**src/rtl/key_pkg.sv**
```systemverilog
`default_nettype none
// ---- key_pkg : shared state encoding and default timing constants for key_event ----
// Rev 1.0
package key_pkg;

  localparam int LONG_CNT_DEFAULT = 50_000_000;
  localparam int DBL_CNT_DEFAULT  = 15_000_000;

  typedef logic [2:0] key_state_t;

  localparam key_state_t ST_IDLE           = 3'd0;
  localparam key_state_t ST_PRESSED        = 3'd1;
  localparam key_state_t ST_LONG_HELD      = 3'd2;
  localparam key_state_t ST_WAIT_SECOND    = 3'd3;
  localparam key_state_t ST_SECOND_PRESSED = 3'd4;

  function automatic int max_int(input int a, input int b);
    return (a > b) ? a : b;
  endfunction

endpackage
`default_nettype wire

```
**src/rtl/key_event.sv**
```systemverilog
`default_nettype none
// ---- key_event : press/release/short/long/double-click classifier for a debounced key ----
// Rev 1.0. Double-click detection is compiled in by defining KEY_EVENT_DBLCLICK_EN.
module key_event
  import key_pkg::*;
#(
  parameter int   LONG_CNT    = LONG_CNT_DEFAULT,
  parameter int   DBL_CNT     = DBL_CNT_DEFAULT,
  parameter logic PRESS_LEVEL = 1'b0
) (
  input  logic sys_clk,
  input  logic sys_rst,
  input  logic key_status,
  output logic evt_press,
  output logic evt_release,
  output logic evt_short,
  output logic evt_long,
  output logic evt_double,
  output logic key_busy
);

  localparam int CNT_W = $clog2(max_int(LONG_CNT, DBL_CNT)) + 1;
  localparam logic [CNT_W-1:0] LONG_LAST = CNT_W'(LONG_CNT - 1);
`ifdef KEY_EVENT_DBLCLICK_EN
  localparam logic [CNT_W-1:0] DBL_LAST  = CNT_W'(DBL_CNT - 1);
`endif

  logic             key_d;
  logic             armed;
  key_state_t       state;
  logic [CNT_W-1:0] cnt;
  logic [CNT_W-1:0] cnt_inc;
  logic             press_edge;
  logic             release_edge;

  // A key held through reset must be seen released before its next press counts.
  assign press_edge   = armed && (key_d != PRESS_LEVEL) && (key_status == PRESS_LEVEL);
  assign release_edge = (key_d == PRESS_LEVEL) && (key_status != PRESS_LEVEL);
  assign cnt_inc      = (cnt == {CNT_W{1'b1}}) ? cnt : cnt + CNT_W'(1);
  assign key_busy     = (state != ST_IDLE);

`ifndef KEY_EVENT_DBLCLICK_EN
  assign evt_double = 1'b0;
`endif

  always_ff @(posedge sys_clk or negedge sys_rst) begin
    if (!sys_rst) begin
      key_d       <= ~PRESS_LEVEL;
      armed       <= 1'b0;
      state       <= ST_IDLE;
      cnt         <= '0;
      evt_press   <= 1'b0;
      evt_release <= 1'b0;
      evt_short   <= 1'b0;
      evt_long    <= 1'b0;
`ifdef KEY_EVENT_DBLCLICK_EN
      evt_double  <= 1'b0;
`endif
    end else begin
      key_d       <= key_status;
      if (key_status != PRESS_LEVEL) armed <= 1'b1;
      evt_press   <= press_edge;
      evt_release <= release_edge;
      evt_short   <= 1'b0;
      evt_long    <= 1'b0;
`ifdef KEY_EVENT_DBLCLICK_EN
      evt_double  <= 1'b0;
`endif
      case (state)
        ST_IDLE: begin
          if (press_edge) begin
            state <= ST_PRESSED;
            cnt   <= '0;
          end
        end
        // Release is tested before the terminal count so it wins a tie.
        ST_PRESSED: begin
          if (release_edge) begin
`ifdef KEY_EVENT_DBLCLICK_EN
            state <= ST_WAIT_SECOND;
            cnt   <= '0;
`else
            state     <= ST_IDLE;
            evt_short <= 1'b1;
`endif
          end else if (cnt == LONG_LAST) begin
            state    <= ST_LONG_HELD;
            evt_long <= 1'b1;
          end else begin
            cnt <= cnt_inc;
          end
        end
        ST_LONG_HELD: begin
          if (release_edge) state <= ST_IDLE;
        end
`ifdef KEY_EVENT_DBLCLICK_EN
        ST_WAIT_SECOND: begin
          if (press_edge) begin
            state <= ST_SECOND_PRESSED;
            cnt   <= '0;
          end else if (cnt == DBL_LAST) begin
            state     <= ST_IDLE;
            evt_short <= 1'b1;
          end else begin
            cnt <= cnt_inc;
          end
        end
        ST_SECOND_PRESSED: begin
          if (release_edge) begin
            state      <= ST_IDLE;
            evt_double <= 1'b1;
          end else if (cnt == LONG_LAST) begin
            state    <= ST_LONG_HELD;
            evt_long <= 1'b1;
          end else begin
            cnt <= cnt_inc;
          end
        end
`endif
        default: state <= ST_IDLE;
      endcase
    end
  end

endmodule
`default_nettype wire

```
**config.mk**
```make
export PLATFORM = sky130hd
export DESIGN_NAME = key_event
export DESIGN_NICKNAME = d
export VERILOG_FILES = /design/src/rtl/key_pkg.sv /design/src/rtl/key_event.sv
export SDC_FILE = /design/constraint.sdc
export NUM_CORES = 1
export LEC_CHECK = 0
export ABC_AREA = 1
export CAP_MARGIN = 20
export CORE_MARGIN = 3
export CORE_UTILIZATION = 40
export CTS_BUF_LIST = sky130_fd_sc_hd__clkbuf_4
export CTS_CLUSTER_DIAMETER = 30
export DETAILED_ROUTE_END_ITERATION = 10
export HOLD_SLACK_MARGIN = 0.02
export SYNTH_ARGS = -nofsm -noshare
export SYNTH_HDL_FRONTEND = slang
export SYNTH_SLANG_ARGS = --single-unit
```
**constraint.sdc**
```tcl
create_clock -name sys_clk -period 2.3 [get_ports sys_clk]
set_input_delay 0.23 -clock sys_clk [delete_from_list [all_inputs] [get_ports sys_clk]]
set_output_delay 0.23 -clock sys_clk [all_outputs]
set_load 0.02 [all_outputs]
```
==> reports/results.tsv <==
metric	value	unit
outcome	complete, but fails checks	
failing checks	hold timing	
clk_skew	0.006414	ns
PD cells	548.5	mW/mm^2
ant diodes	0	
commonest cells after routing, fill and taps aside	139 x nand2_1, 68 x nor2_1, 38 x nand3_1	
delay-heaviest family, CP	simple AND/OR/NAND/NOR gates	
initial drt markers	132	
routability cong.	0.8943	
clock slew at reported path FFs	0.11	ns
final setup fails	0	
antenna violations before repair	0	
Setup crit start kind	flop	
DIE AREA	0.006847	mm^2
Fill cells	627	
largest net degree at the start of global routing	36	
final period utilization	0.8612	
leakage power	1.182	nW
DRT Wirelength	5.722	mm
H-tree Lvls	2	
DRT antenna net count	0	
Pwr Total	1.400	mW
hpwl dp	4.090	mm
Critical Path Most Common Cell	nand2_1	
post-synthesis simple-gate area fraction	0.4865	
worst-path fanout max	27	
cts repair resizes	0	
Mapped Cells	368	
slowest cell delay on critical path	0.43	ns
critical path endpoint category	flop	
RSZ-0062 raised after global routing	no	
Cell Area, Synth	0.002356	mm^2
hold_ws	-0.001753	ns
Ys Warns	0	
largest family of logic cells by synthesized area	simple AND/OR/NAND/NOR gates	
router iterations before antenna repair	6	
Slew Viols, Final	0	
vias in the first global route	2131	
Compound-Gate Fraction of Synth Area	0.04249	
Adder-Cell Fraction of Synth Area	0.01062	
post-CTS setup buffer count	0	
die outline width	82.75	um
DRC errors left	0	
Fmax achieved	0.5049	GHz
Slew @ Worst Pin	0.9082	ns
TNS Setup	0	ns
HP Class	in2async	
number of I/O pins	9	
Final min period	1.981	ns
#FFs+latches synth	35	
Crit path arrival time	2.27	ns
Max-Cap Viols	0	
Slew Limit Headroom	0.3946	
CTS tree	built	
WS Path Type	reg2reg	
FF/Latch Area	877.1	um^2
gr ovfl total	0	
xor and xnor area share after synthesis	0.01115	
cts hold-fix bufs	0	
first-pass GRT wire length	10.09	mm
row cnt	27	
clock sink total	35	
mux share of post-synthesis cell area	0	
final hold vios	7	
Multi-input gate area	0.001301	mm^2
commonest non-fill, non-tap cell in the layout	nand2_1	
vias	2199	
vias per std cell	4.898	
nets@finish	381	
drt wl/cell	12.74	um
Worst-Skew Late Latency	0.34	ns
critical path's slowest cell	dfrtp_1	
sequential fraction of the synthesis area	0.3723	
Avg Cell Area, Syn	6.402	um^2
clk root buf	clkbuf_4	
WP data required	2.59	ns
share of cells above drive strength 1	0.06366	
synth unique cells	29	
CTS max path bufs	2	
Area Growth Syn to Fin	8.338	%
Global Route Usage Sum	0.1926	
VDD IR max	0.2721	mV
Core ar.	0.005608	mm^2
Num CTS Buffers	5	
Buf+Inv Stages, Crit Path	0	
Cell Chain, Critical Path	ha_1 -> nand2_1 -> nor2_2 -> nand2_2 -> nor2_4 -> nand3_2 -> nand2_2 -> nand2_4 -> nand2_8 -> nand2_1 -> nand2_1	
Port Buffers	7	
Die H	82.75	um
Initial Utilization	0.4201	
Post-Syn Nets	373	
==> area by class of cell <==
cell class / count / area share
repair buffers: 10 / 0.03431
well taps: 72 / 0.03529
multi-input cells: 292 / 0.5098
flip-flops and latches: 35 / 0.3436
clock buffers: 5 / 0.01471
inverters: 32 / 0.04706
clock inverters: 3 / 0.01520
==> state kept, by name, summed over array words and instances (netlist names) <==
register / cells
cnt: 27
evt_long: 1
state: 2
armed: 1
evt_release: 1
key_d: 1
evt_press: 1
evt_short: 1
==> worst reg2reg max path, stage by stage (launching register included) <==
cell	delay (ns)
dfrtp_1	0.43
ha_1	0.20
nand2_1	0.08
nor2_2	0.15
nand2_2	0.13
nor2_4	0.16
nand3_2	0.08
nand2_2	0.10
nand2_4	0.20
nand2_8	0.24
nand2_1	0.09
nand2_1	0.07
==> report_power, final <==
| group | switching [mW] | total, mW | internal [mW] | leakage, nW |
|---|---|---|---|---|
| logic | 0.207 | 0.287 | 0.0798 | 0.665 |
| clock network | 0.218 | 0.442 | 0.224 | 0.0426 |
| registers | 0.0283 | 0.672 | 0.643 | 0.474 |
==> per-layer routing <==
| metal | routed length, um | vias up | GRT usage |
|---|---|---|---|
| met5 | 0 | - | 0 |
| met4 | 78 | 0 | 0.05556 |
| met3 | 232 | 8 | 0.03688 |
| met2 | 2508 | 36 | 0.3037 |
| met1 | 2901 | 990 | 0.2674 |
| li1 | - | 1165 | - |
==> cell families (layout without fill, tap and decap cells) <==
family | count (synthesis) | in the layout
flip-flops | 35 | 35
adder cells (fa/ha/maj) | 2 | 2
AO/OA/AOI/OAI | 18 | 18
buffers and inverters | 41 | 50
AND/OR/NAND/NOR | 268 | 268
other | 1 | 1
XOR/XNOR | 3 | 3
==> metrics by stage <==
step                      std cells  hold slack, ns  setup WS (ns)  cell area, um^2    util
final                           449       -0.001753         0.3194             2552  0.4552
after global routing            449         0.05495        0.07476             2552  0.4552
after CTS                       449         0.02898         0.2971             2552  0.4552
after detailed placement        441          0.4113         0.3297             2476  0.4415
after global placement          441          0.3948         0.3293             2476  0.4415
after floorplan                 368        -0.06559         0.6592             2356       -
==> final timing paths <==
path | from | end | slack [ns] | cells after the start
max | cnt[0] | cnt[20] | 0.32 | 11
min in group sys_clk | key_status | key_d | 0.35 | 1
max reg2reg | cnt[0] | cnt[20] | 0.32 | 11
max in group asynchronous | sys_rst | cnt[12] | 1.74 | 1
min reg2reg | armed | armed | 0.49 | 1
min | sys_rst | state[1] | -0.002 | 1
==> synth_stat cells <==
cell | count | area (um^2)
a21oi_1 | 6 | 30.03
a31oi_1 | 2 | 12.51
buf_2 | 4 | 20.02
buf_4 | 1 | 7.510
buf_6 | 2 | 22.52
clkbuf_1 | 2 | 7.510
conb_1 | 1 | 3.750
dfrtp_1 | 34 | 850.8
dfstp_2 | 1 | 26.28
ha_1 | 2 | 25.02
inv_1 | 32 | 120.1
nand2_1 | 139 | 521.8
nand2_2 | 3 | 18.77
nand2_4 | 1 | 11.26
nand2_8 | 1 | 20.02
nand3_1 | 38 | 190.2
nand3_2 | 1 | 10.01
nand3b_1 | 1 | 7.510
nand4_1 | 7 | 43.79
nor2_1 | 68 | 255.2
nor2_2 | 2 | 12.51
nor2_4 | 3 | 33.78
nor3_1 | 3 | 15.01
o21a_1 | 2 | 15.01
o21ai_0 | 7 | 35.03
o21bai_1 | 1 | 7.510
or2_2 | 1 | 6.260
xnor2_1 | 1 | 8.760
xor2_1 | 2 | 17.52
No activity file was read; power rests on OpenSTA's default activity.
